**config.mk**
```make
export PLATFORM = sky130hd
export DESIGN_NAME = qam_symbol_serializer
export DESIGN_NICKNAME = d
export VERILOG_FILES = /design/src/rtl/qam_pkg.sv /design/src/rtl/qam_symbol_serializer.sv
export SDC_FILE = /design/constraint.sdc
export NUM_CORES = 1
export LEC_CHECK = 0
export CAP_MARGIN = 20
export CORE_AREA = 8 8 170 172
export CTS_BUF_LIST = sky130_fd_sc_hd__clkbuf_2
export DETAILED_ROUTE_END_ITERATION = 16
export DIE_AREA = 0 0 178 180
export HOLD_SLACK_MARGIN = 0.03
export PLACE_DENSITY = 0.87
export REMOVE_ABC_BUFFERS = 1
export SKIP_CTS_REPAIR_TIMING = 1
export SKIP_LAST_GASP = 1
export SYNTH_ARGS = -nofsm -noshare
export SYNTH_HDL_FRONTEND = slang
export SYNTH_SLANG_ARGS = --single-unit
export TNS_END_PERCENT = 30
```
**constraint.sdc**
```tcl
create_clock -name clock_clk -period 3.1 [get_ports clock_clk]
set_clock_uncertainty 0.1 [all_clocks]
set_input_delay 0.775 -clock clock_clk [delete_from_list [all_inputs] [get_ports clock_clk]]
set_output_delay 0.775 -clock clock_clk [all_outputs]
set_load 0.05 [all_outputs]
```
**src/rtl/qam_pkg.sv**
```systemverilog
// Shared definitions for the QAM datapath (mapper, serializer, DAC stage).
// Holds the default sample geometry and the serializer state encoding.
package qam_pkg;

    localparam int QAM_MOD_OUT_WIDTH   = 8;
    localparam int QAM_PIPELINE_DEEPTH = 16;

    function automatic int lane_width(input int mod_out_width);
        return 2 * mod_out_width;
    endfunction

    function automatic int lane_cnt_width(input int pipeline_deepth);
        return $clog2(pipeline_deepth);
    endfunction

    localparam int LANE_W = lane_width(QAM_MOD_OUT_WIDTH);
    localparam int CNT_W  = lane_cnt_width(QAM_PIPELINE_DEEPTH);

    typedef enum logic {
        EMPTY = 1'b0,
        BUSY  = 1'b1
    } state_t;

endpackage

```
**src/rtl/qam_symbol_serializer.sv**
```systemverilog
// Wide-to-narrow Avalon-ST serializer: one beat of PIPELINE_DEEPTH I/Q lanes in,
// one lane per cycle out (lane 0 first), with packet framing and backpressure.
module qam_symbol_serializer
    import qam_pkg::*;
#(
    parameter int MOD_OUT_WIDTH   = QAM_MOD_OUT_WIDTH,
    parameter int PIPELINE_DEEPTH = QAM_PIPELINE_DEEPTH
) (
    input  logic                                     clock_clk,
    input  logic                                     reset_reset_n,
    input  logic [PIPELINE_DEEPTH*2*MOD_OUT_WIDTH-1:0] asi_in0_data,
    input  logic                                     asi_in0_valid,
    output logic                                     asi_in0_ready,
    input  logic                                     asi_in0_startofpacket,
    input  logic                                     asi_in0_endofpacket,
    output logic [2*MOD_OUT_WIDTH-1:0]               aso_out0_data,
    output logic                                     aso_out0_valid,
    input  logic                                     aso_out0_ready,
    output logic                                     aso_out0_startofpacket,
    output logic                                     aso_out0_endofpacket
);

    localparam int LANE_BITS = lane_width(MOD_OUT_WIDTH);
    localparam int CNT_BITS  = lane_cnt_width(PIPELINE_DEEPTH);
    localparam int BEAT_BITS = PIPELINE_DEEPTH * LANE_BITS;
    localparam logic [CNT_BITS-1:0] LAST_LANE = CNT_BITS'(PIPELINE_DEEPTH - 1);

    state_t                 state_q, state_d;
    logic [CNT_BITS-1:0]    cnt_q, cnt_d;
    logic [BEAT_BITS-1:0]   beat_data_q, beat_data_d;
    logic                   beat_sop_q, beat_sop_d;
    logic                   beat_eop_q, beat_eop_d;
    logic                   out_valid_q, out_valid_d;
    logic [LANE_BITS-1:0]   out_data_q, out_data_d;
    logic                   out_sop_q, out_sop_d;
    logic                   out_eop_q, out_eop_d;

    logic in_accept;
    logic out_accept;

    // A new beat can enter while the last lane of the current one is leaving.
    assign asi_in0_ready = (state_q == EMPTY) | ((cnt_q == LAST_LANE) & aso_out0_ready);
    assign in_accept     = asi_in0_valid & asi_in0_ready;
    assign out_accept    = (state_q == BUSY) & aso_out0_ready;

    always_comb begin
        state_d     = state_q;
        cnt_d       = cnt_q;
        beat_data_d = beat_data_q;
        beat_sop_d  = beat_sop_q;
        beat_eop_d  = beat_eop_q;

        case (state_q)
            EMPTY: begin
                if (in_accept) begin
                    state_d     = BUSY;
                    cnt_d       = '0;
                    beat_data_d = asi_in0_data;
                    beat_sop_d  = asi_in0_startofpacket;
                    beat_eop_d  = asi_in0_endofpacket;
                end
            end
            BUSY: begin
                if (out_accept) begin
                    if (cnt_q != LAST_LANE) begin
                        cnt_d = cnt_q + 1'b1;
                    end else if (in_accept) begin
                        cnt_d       = '0;
                        beat_data_d = asi_in0_data;
                        beat_sop_d  = asi_in0_startofpacket;
                        beat_eop_d  = asi_in0_endofpacket;
                    end else begin
                        state_d = EMPTY;
                        cnt_d   = '0;
                    end
                end
            end
            default: begin
                state_d = EMPTY;
                cnt_d   = '0;
            end
        endcase

        // Outputs are registered copies of the lane the next state will present.
        out_valid_d = (state_d == BUSY);
        out_data_d  = beat_data_d[cnt_d * LANE_BITS +: LANE_BITS];
        out_sop_d   = out_valid_d & beat_sop_d & (cnt_d == '0);
        out_eop_d   = out_valid_d & beat_eop_d & (cnt_d == LAST_LANE);
    end

    always_ff @(posedge clock_clk) begin
        if (!reset_reset_n) begin
            state_q     <= EMPTY;
            cnt_q       <= '0;
            beat_data_q <= '0;
            beat_sop_q  <= 1'b0;
            beat_eop_q  <= 1'b0;
            out_valid_q <= 1'b0;
            out_data_q  <= '0;
            out_sop_q   <= 1'b0;
            out_eop_q   <= 1'b0;
        end else begin
            state_q     <= state_d;
            cnt_q       <= cnt_d;
            beat_data_q <= beat_data_d;
            beat_sop_q  <= beat_sop_d;
            beat_eop_q  <= beat_eop_d;
            out_valid_q <= out_valid_d;
            out_data_q  <= out_data_d;
            out_sop_q   <= out_sop_d;
            out_eop_q   <= out_eop_d;
        end
    end

    assign aso_out0_valid         = out_valid_q;
    assign aso_out0_data          = out_data_q;
    assign aso_out0_startofpacket = out_sop_q;
    assign aso_out0_endofpacket   = out_eop_q;

endmodule

```
; After elaboration in Yosys (flattened, before gate mapping)
; Index checks and enable logic that the tools add are counted.
[op_classes]
add_sub_neg = 1
multipliers = 0
div = 0
n_lt_le_gt_ge = 0
n_eq_ne = 3
shift = 1
n_mux = 20
bitwise_logic = 9
reduce_logical = 1
[ops]
columns = op, n
row1 = $mux W256, 3
row2 = $pmux W256 S2, 1
row3 = $shiftx A256 B9 Y16, 1
row4 = $mux W4, 3
row5 = $mux W1, 9
row6 = $eq A4 B4 Y1 const B, 2
row7 = $pmux W4 S2, 1
row8 = $and A1 B1 Y1, 7
row9 = $pmux W1 S2, 3
row10 = $add A4 B1 Y4 const B, 1
row11 = $logic_not A4 Y1, 1
row12 = $ne A4 B4 Y1 const B, 1
row13 = $not A1 Y1, 1
row14 = $or A1 B1 Y1, 1
[totals]
ff_bits = 281
latchBits = 0
mem_bits_rw = 0
rom_bits = 0
elab_cells = 43
n_memories = 0

; Depth between registers and ports, before layout
; Gate-level depths: netlist of the first run.
[logic_depth]
ltp_word = 10
depth_mapped = 12
depth_no_buf = 9

; Worst setup path before layout of the first run
; No wires, ideal clock.
[synth_timing]
kind = input -> register
start = in asi_in0_valid
end = reg out_data_q[1], in the netlist aso_out0_data[1]
setup_time_ns = 0.134
arrival_ns = 2.536
required_time_ns = 2.866
slack_ns = 0.330
path_stages = 8
n_path_buf = 3
cell_sequence = buf_2 nor3b_1 a21o_1 buf_4 buf_2 mux4_2 a22o_1 or4_1
[synth_via]
elab_chain_len = 6
word_cells_on_any_way = 8
cone_classes = 1 x shift / 6 x mux / 1 x bitwise
[synth_lines]
columns = item, line_no
row1 = "start, declared", qam_symbol_serializer.sv:12  ; input logic asi_in0_valid,
row2 = $and A1 B1 Y1 (*), qam_symbol_serializer.sv:43  ; assign in_accept = asi_in0_valid & asi_in0_ready;
row3 = $mux W256, "qam_symbol_serializer.sv:55, qam_symbol_serializer.sv:67"
row4 = $mux W256, qam_symbol_serializer.sv:65  ; if (cnt_q != LAST_LANE) begin
row5 = $mux W256, qam_symbol_serializer.sv:64  ; if (out_accept) begin
row6 = $pmux W256 S2, qam_symbol_serializer.sv:53  ; case (state_q)
row7 = $shiftx A256 B9 Y16 (*), qam_symbol_serializer.sv:86  ; out_data_d = beat_data_d[cnt_d * LANE_BITS +: LANE_BITS];
row8 = "end signal, assigned", qam_symbol_serializer.sv:109  ; out_data_q <= out_data_d;
row9 = "end, declared", qam_symbol_serializer.sv:34  ; logic [LANE_BITS-1:0] out_data_q, out_data_d;
; Mark *: on every way between the ends. The rest lies on a longest branch, timed or not.
; A chain may end at the register's enable or synchronous reset.

; Worst setup path in the final report of the first run
[layout_timing]
start = reg cnt_q[0]
end = out asi_in0_ready
[layout_via]
elab_chain_len = 3
[layout_lines]
columns = item, line_no
row1 = "start, declared", qam_symbol_serializer.sv:29  ; logic [CNT_BITS-1:0] cnt_q, cnt_d;
row2 = "start signal, assigned", qam_symbol_serializer.sv:104  ; cnt_q <= cnt_d;
row3 = $eq A4 B4 Y1, qam_symbol_serializer.sv:42  ; assign asi_in0_ready = (state_q == EMPTY) | ((cnt_q == LAST_LANE) & aso_out0_ready);
row4 = $and A1 B1 Y1, qam_symbol_serializer.sv:42
row5 = $or A1 B1 Y1, qam_symbol_serializer.sv:42
row6 = "end, declared", qam_symbol_serializer.sv:13  ; output logic asi_in0_ready,
; Every way passes these cells.

==> results by stage, run 1 <==
Layout:
- After filler insertion, the fill cell instance count of the layout stands at 2034.
- The most frequent standard cell in the layout excluding fill and tap cells is nand2_1.
- The fraction of final layout cells with drive strength greater than 1 is 0.135.
- The top cell types in the final layout, fill and taps aside, are nand2_1, a21oi_1, dfxtp_1, clkdlybuf4s50_1, buf_4.
- The multi-input combinational cells in the finished layout cover a total of 7260 sq um.
- Excluding fillers, the count of instances in the completed layout stands at 2608.
- The finished cells cover 18200 sq um.
- The area growth from synthesis to layout is 34.3%.
- The area used by sequential logic in the layout is 5630 sq um.
- The final layout contains 2487 nets.

Global routing:
- The first global-routing pass estimated 70900 microns of wire.
- The leftover overflow at the end of global routing is 0.
- The overall routing resource usage is 0.267.
- The number of global-route vias before repair came to 14600.
- The number of antenna violations at the first check in global routing is 6.
- The largest net degree at the start of global routing is 142.

Worst setup path:
- The critical path class is flip-flop to output pin.
- Of all nets on the critical path, the largest fanout is 5.
- For the worst setup path, the data arrival time is 2.42 ns.
- The worst setup path is launched from a flip-flop.
- The kind of end point of the critical path is an output pin.
- The data required time at the worst endpoint is 2.22 ns.
- In this run the critical register-to-register path is launched from cnt_q[0]$_SDFF_PN0_.
- Tracing the worst setup path back leads to its startpoint at cnt_q[0]$_SDFF_PN0_.

Status:
- The flow ran to the end, but the final reports show violations.
- The final reports fail on setup timing.

Clock tree:
- The number of CTS-inserted buffers is 73.
- The cell at the root of the clock tree is clkbuf_2.
- The insertion delay to the later sink of the worst-skew pair is 0.84 ns.
- The clock tree from TritonCTS is yes.
- The maximum buffer depth of the clock tree is 3.
- For this design, the sink count on the clock tree is 281.
- The clock-pin slew on the worst setup and hold paths is 0.10 ns.
- The clock tree synthesis step divided the H-tree into 3 levels.

Floorplanning:
- The number of core rows is 60.
- The I/O pin total is 282.
- The floorplan step defined a die boundary enclosing 32000 sq um.
- The overall die height is 180 microns.
- The initial utilization of the core area, before any placement, comes to 0.515.
- The floorplan step set the die width to 178 microns.
- The area inside the core boundary is 26400 sq um.

STA:
- Setup repair after global routing could not meet its margin everywhere.
- The number of hold-slack violations in the final timing report is 0.
- Summed over all failing endpoints, the final setup total negative slack is -0.197 ns.
- The number of pins with negative max-slew slack in the final report is 0.
- Of the available clock period, the critical path in the final layout requires 1.06.
- The clock period minus final worst setup slack is 3.30 ns.
- The maximum clock frequency is 303 MHz.
- Measured against its own limit, the worst slew margin works out to 0.503.
- The transition at the pin with the smallest max-transition slack is 0.745 ns.
- The final-report setup violation count is 1.
- The final critical-path setup slack is -0.197 ns.

Synth:
- The number of synthesized register bits is 281.
- After synthesis, the netlist uses 57 different library cells.
- The number of enable-type register cells in the synthesized netlist is 0.
- The most used flip-flop cell after synthesis is dfxtp_1.
- After synthesis, the share of flip-flops with an asynchronous set or reset is 0.
- The share of the yosys chip area belonging to registers is 0.414.
- After synthesis the cells add up to 13600 sq um.
- For this run, the number of Yosys warnings is 0.
- After synthesis, the mean cell area works out to 7.28 sq um.
- The instance count of the mapped netlist is 1864.

Drt:
- The total number of vias is 14800.
- After the first detailed-routing iteration, the DRC count stood at 1416.
- For this block, the routed nets add up to 44700 microns of wire.
- Using the TritonRoute via totals, the vias-per-cell ratio works out to 5.69.
- The routed wire length per instance is 17.1 microns.
- In this run the remaining antenna-violating nets after routing total 0.
- After detailed routing, the number of remaining DRC violations is 0.
- Before antenna repair, the detailed router went through 8 iterations.

Power:
- IR analysis of the VDD net gives a maximum drop of 255 uV.
- The ratio of total power to cell area is 442 nW/um^2.
- Summed over all cells, the static leakage comes to 0.00728 uW.
- Overall power consumption after layout is estimated at 8060 uW.

Hold path:
- The beginning of the worst hold path is beat_data_q[7]$_SDFF_PN0_.
- The path category of the worst min-delay check is flip-flop to flip-flop.

Placement:
- The half-perimeter wire length of the detailed placement result is 32600 microns.
- The post-placement cell count is 2490.
- At the end of routability-driven placement, the weighted congestion stood at 0.915.
- The post-placement cell area is 17600 sq um.
- During placement, the flow inserted port buffers numbering 281.

Flow run:
- Max-cap violations in this run came to 0.
==> state kept, by name (all words and copies together) (netlist names) <==
register / count
beat_data_q: 256
aso_out0_data: 16
cnt_q: 4
aso_out0_endofpacket: 1
aso_out0_startofpacket: 1
aso_out0_valid: 1
beat_eop_q: 1
beat_sop_q: 1
==> cell usage after synthesis, types with 5 or more instances <==
master / n / area share
o22ai_1: 24 / 0.011
nor3_1: 5 / 0.0018
buf_6: 5 / 0.0041
clkbuf_1: 61 / 0.017
a31oi_1: 27 / 0.012
dfxtp_1: 281 / 0.41
and3_1: 32 / 0.015
a21oi_1: 300 / 0.11
buf_4: 11 / 0.0061
a221o_1: 5 / 0.0037
mux2_2: 7 / 0.0058
nand3_1: 36 / 0.013
buf_2: 69 / 0.025
o21ai_0: 29 / 0.011
a22o_1: 13 / 0.0084
nand2_1: 769 / 0.21
a211oi_1: 6 / 0.0033
mux4_2: 19 / 0.032
a221oi_1: 6 / 0.0039
nor2_1: 48 / 0.013
o21ai_1: 8 / 0.0029
nand3b_1: 5 / 0.0028
or4_1: 5 / 0.0028
mux2i_1: 35 / 0.026
==> kinds of logic after synthesis <==
group	count (synthesis)	synth area share
and+or+nand+nor	911	0.268
DFF	281	0.414
adders and majority gates	1	0.000922
muxes	64	0.0690
buffers and inverters	153	0.0557
xor gates and xnor gates	1	0.000645
AOI/OAI and AO/OA	453	0.191
==> layout make-up <==
cell class,instances,share of cell area
diodes,3,0.000412
flip-flops and latches,281,0.309
clock inverters,15,0.00494
inverters,2,0.000824
clock buffers,100,0.0275
repair buffers,436,0.236
well taps,341,0.0234
multi-input cells,1430,0.398
==> critical path: stages, from the launching register on <==
cell,delay (ns)
dfxtp_1,0.53
ha_1,0.35
nand4_4,0.13
buf_4,0.18
nand2_1,0.23
buf_12,0.18
==> metrics by stage <==
step	hold WS [ns]	setup WS (ns)	utilization
final	0.360	-0.197	0.692
after global routing	0.306	-0.298	0.692
after CTS	0.307	-0.287	0.691
after detailed placement	0.345	-0.379	0.669
after global placement	0.337	-0.328	0.669
after floorplan	0.332	-5.78	-
==> metal layers <==
layer  vias to the layer above  track usage  wire, microns
met2                       734        0.446          21600
met5                         -            0             39
met3                       149       0.0570           3660
li1                       7053            -              -
met4                         6        0.129           1810
met1                      6889        0.318          17600
==> path summary, 6_finish.rpt <==
check,endpoint,slack (ns),cells after the start
setup / recovery,asi_in0_ready,-0.20,5
hold / removal,beat_data_q[7]$_SDFF_PN0_,0.36,2
setup reg to reg,aso_out0_data[10]$_SDFF_PN0_,0.15,9
hold reg to reg,beat_data_q[7]$_SDFF_PN0_,0.36,2
==> power breakdown <==
part           switching [uW]  internal, uW  leakage [uW]  total, uW
Combinational             853           833       0.00451       1690
Sequential                113          3820       0.00231       3930
Clock                    1500           941      0.000469       2440
Total                    2470          5590       0.00728       8060
No activity file was read; power rests on OpenSTA's default activity.
==> run 2: changes to the inputs <==
==> constraint.sdc (replaced) <==
create_clock -name clock_clk -period 3.5 [get_ports clock_clk]
set_clock_uncertainty 0.1 [all_clocks]
set_input_delay 0.875 -clock clock_clk [delete_from_list [all_inputs] [get_ports clock_clk]]
set_output_delay 0.875 -clock clock_clk [all_outputs]
set_load 0.05 [all_outputs]
==> run 2 against run 1 <==
The run now ends clean. Clock power decreased by 11%. Final area down 2.7%. Critical path depth unchanged. Sequential power down 11%. Sequential share of layout area increased by 0.88 points. Global-route usage is 0.64 points lower. Count of clock-buffer cells in the layout decreased by 4. Combinational power decreased by 15%. Non-clock buffer count shrank 52. Largest cell class unchanged. Largest power group unchanged.
==> results by stage, run 2 (same netlist as run 1, synthesis figures left out) <==
Power:
- The ratio of total power to cell area is 400 nW/um^2 (was 442 nW/um^2).
- The power share of the sequential group is 0.491 (was 0.488).
- The sum of internal, switching and leakage power is 7090 uW (was 8060 uW).
- The largest voltage drop on the vdd net is 335 uV (was 255 uV).
- The combinational group share of total power is 0.202 (was 0.209).
- The internal power summed over all cells is 4880 uW (was 5590 uW).
- The clock network fraction of total power was 0.307 (was 0.303).
- The net switching power is 2200 uW (was 2470 uW).
- The static leakage is 0.00697 uW (was 0.00728 uW).
- The share of total power consumed by net switching is 0.311 (was 0.306).

STA:
- The number of pins with negative max-slew slack in the final report came to 0 (unchanged).
- The worst path needs 3.31 ns of the cycle, external delays included.
- Based on the critical path, the design can be clocked at up to 302 MHz.
- Unrepaired setup endpoints after global routing: no (was yes).
- The headroom to the max-slew limit is 0.293 (was 0.503).
- The transition at the pin with the smallest max-transition slack is 1.06 ns (was 0.745 ns).
- The final total negative setup slack is 0 ns (was -0.197 ns).
- The final critical-path setup slack is 0.189 ns (was -0.197 ns).
- The number of hold-slack violations in the final timing report was 0 (unchanged).
- The final-report setup violation count is 0 (was 1).
- Dividing the final minimum period by the clock period gives 0.946.

Worst setup path:
- The family with the most delay on the worst path is flip-flops (unchanged).
- The highest fanout seen on the critical path is 5 (unchanged).
- The critical path class is flip-flop to output pin (unchanged).
- The data required time at the worst endpoint is 2.52 ns (was 2.22 ns).
- The number of buffers and inverters on the critical path was 2 (unchanged).
- CP cell instances: ha_1 > nand4_4 > buf_4 > nand2_1 > buf_12 (unchanged).
- The cell with the largest stage delay on the worst path is dfxtp_2 (was dfxtp_1).
- The data arrival time of the worst path is 2.34 ns (was 2.42 ns).
- The kind of start point of the critical path is a flip-flop (unchanged).
- The delay contributed by the slowest stage of the critical path was 0.43 ns (was 0.53 ns).
- The setup slack on the worst flop-to-flop path came to 0.62 ns (was 0.15 ns).
- The kind of end point of the critical path is an output pin (unchanged).

Clock tree:
- The clock-pin slew on the worst setup and hold paths is 0.10 ns (about the same).
- The insertion delay to the later sink of the worst-skew pair was 0.89 ns (was 0.84 ns).
- The clock tree from TritonCTS is yes (unchanged).
- The cell at the root of the clock tree is clkbuf_2 (unchanged).
- The number of CTS-inserted buffers is 73 (unchanged).
- The maximum buffer depth of the clock tree is 3 (unchanged).
- The number of clock sinks seen by CTS was 281 (unchanged).
- The maximum level of the CTS H-tree is 3 (unchanged).

Placement:
- The minimum setup slack after placement was -0.138 ns (was -0.379 ns).
- The count of input and output buffers is 281 (unchanged).
- The half-perimeter wire length of the detailed placement result was 31100 microns (was 32600 microns).
- The post-placement cell area is 17100 sq um (was 17600 sq um).
- The routability congestion estimate from global placement is 0.876 (was 0.915).

Drt:
- The final wirelength is 43800 microns (was 44700 microns).
- The total number of vias is 14600 (was 14800).
- The iteration-0 DRC count of the detailed router is 1365 (was 1416).
- The mean number of vias per cell is 5.70 (was 5.69).
- The DRC violations left came to 0 (unchanged).
- The routed wire length per instance is 17.1 microns (about the same).
- The post-detailed-route count of antenna-violating nets came to 0 (unchanged).
- The number of detailed-routing iterations run before antenna repair is 5 (was 8).

Global routing:
- The first-pass GRT wire length was 69100 microns (was 70900 microns).
- The overall routing resource usage came to 0.260 (was 0.267).
- The number of global-route vias before repair is 14400 (was 14600).
- The leftover overflow at the end of global routing came to 0 (unchanged).
- The number of antenna violations at the first check in global routing is 4 (was 6).
- The largest net degree at the start of global routing came to 99 (was 142).

Floorplanning:
- The full die area came to 32000 sq um (unchanged).
- The number of core rows is 60 (unchanged).
- The area inside the core boundary is 26400 sq um (unchanged).
- The I/O pin total is 282 (unchanged).
- The initial cell density of the core is 0.515 (unchanged).
- The overall die height was 180 microns (unchanged).
- The die extent in x is 178 microns (unchanged).

Layout:
- The most frequent standard cell in the layout excluding fill and tap cells is nand2_1 (unchanged).
- Leading cell types in the layout, fill and taps excluded: nand2_1, a21oi_1, dfxtp_1, clkdlybuf4s50_1, clkbuf_2 (was nand2_1, a21oi_1, dfxtp_1, clkdlybuf4s50_1, buf_4).
- The layout-stage area growth over the synthesis result was 30.6% (was 34.3%).
- The register name with the most flops is beat_data_q (unchanged).
- The area used by sequential logic in the layout is 5630 sq um (about the same).
- The number of flip-flops under the largest register name is 256 (unchanged).
- The final core utilization came to 0.673 (was 0.692).
- The number of nets in the final layout is 2435 (was 2487).
- The multi-input gate area in the final layout was 7260 sq um (unchanged).
- The fill cell total of the finished layout is 2111 (was 2034).
- The fraction of final layout cells with drive strength greater than 1 is 0.113 (was 0.135).
- The final instance area is 17700 sq um (was 18200 sq um).

Flow run:
- The number of maximum-capacitance constraint violations was 0 (unchanged).

Hold path:
- The path category of the worst min-delay check is flip-flop to flip-flop (unchanged).

Status:
- Outcome: complete, no violations (was finished with violations).
## run 2: changes by cell type in the layout (fill, tap and decap cells not counted), moves of 2 or more
cell      delta
clkinv_2     -2
buf_12       -9
inv_2        -2
clkbuf_2     -4
clkinv_1     +6
buf_4       -43
## run 2: power groups by stage
stage	Combinational (uW)	Clock (uW)	Sequential (uW)
finish	1430	2180	3480
global route	1540	2380	3500
CTS	1410	2210	3480
detailed placement	1410	0	3550
global placement	1370	0	3540
floorplan	764	0	3590
## run 2: metrics by stage
step / hold WS, ns / instances
4_1_cts: 0.356 / 2552
5_1_grt: 0.373 / 2557
6_report: 0.358 / 2557
3_3_place_gp: 0.337 / 2437
3_5_place_dp: 0.346 / 2437
2_1_floorplan: 0.332 / 1713
## run 2: metal layers
metal | global-route usage | up-vias | part of all wire
li1 | - | 6931 | -
met1 | 0.319 | 6740 | 0.39
met2 | 0.421 | 748 | 0.47
met3 | 0.0641 | 142 | 0.095
met4 | 0.123 | 2 | 0.039
met5 | 0 | - | 0.00021
## run 2: final timing paths
path                                   start                          end  depth (start not counted)
hold reg to reg   beat_data_q[71]$_SDFF_PN0_   beat_data_q[71]$_SDFF_PN0_                          2
hold / removal    beat_data_q[71]$_SDFF_PN0_   beat_data_q[71]$_SDFF_PN0_                          2
setup reg to reg   aso_out0_valid$_SDFF_PN0_  aso_out0_data[2]$_SDFF_PN0_                          9
setup / recovery         cnt_q[0]$_SDFF_PN0_                asi_in0_ready                          5
## run 2: tightest hold or removal path, cell delays in order (launching register included)
cell     delay (ns)
dfxtp_1        0.32
nand2_1        0.05
a21oi_1        0.05
## run 2: area by class of cell
cell class,count,area share
diodes,4,0.000565
clock buffers,96,0.0271
clock inverters,19,0.00635
inverters,2,0.000847
multi-input cells,1430,0.410
flip-flops and latches,281,0.317
well taps,341,0.0241
repair buffers,384,0.214
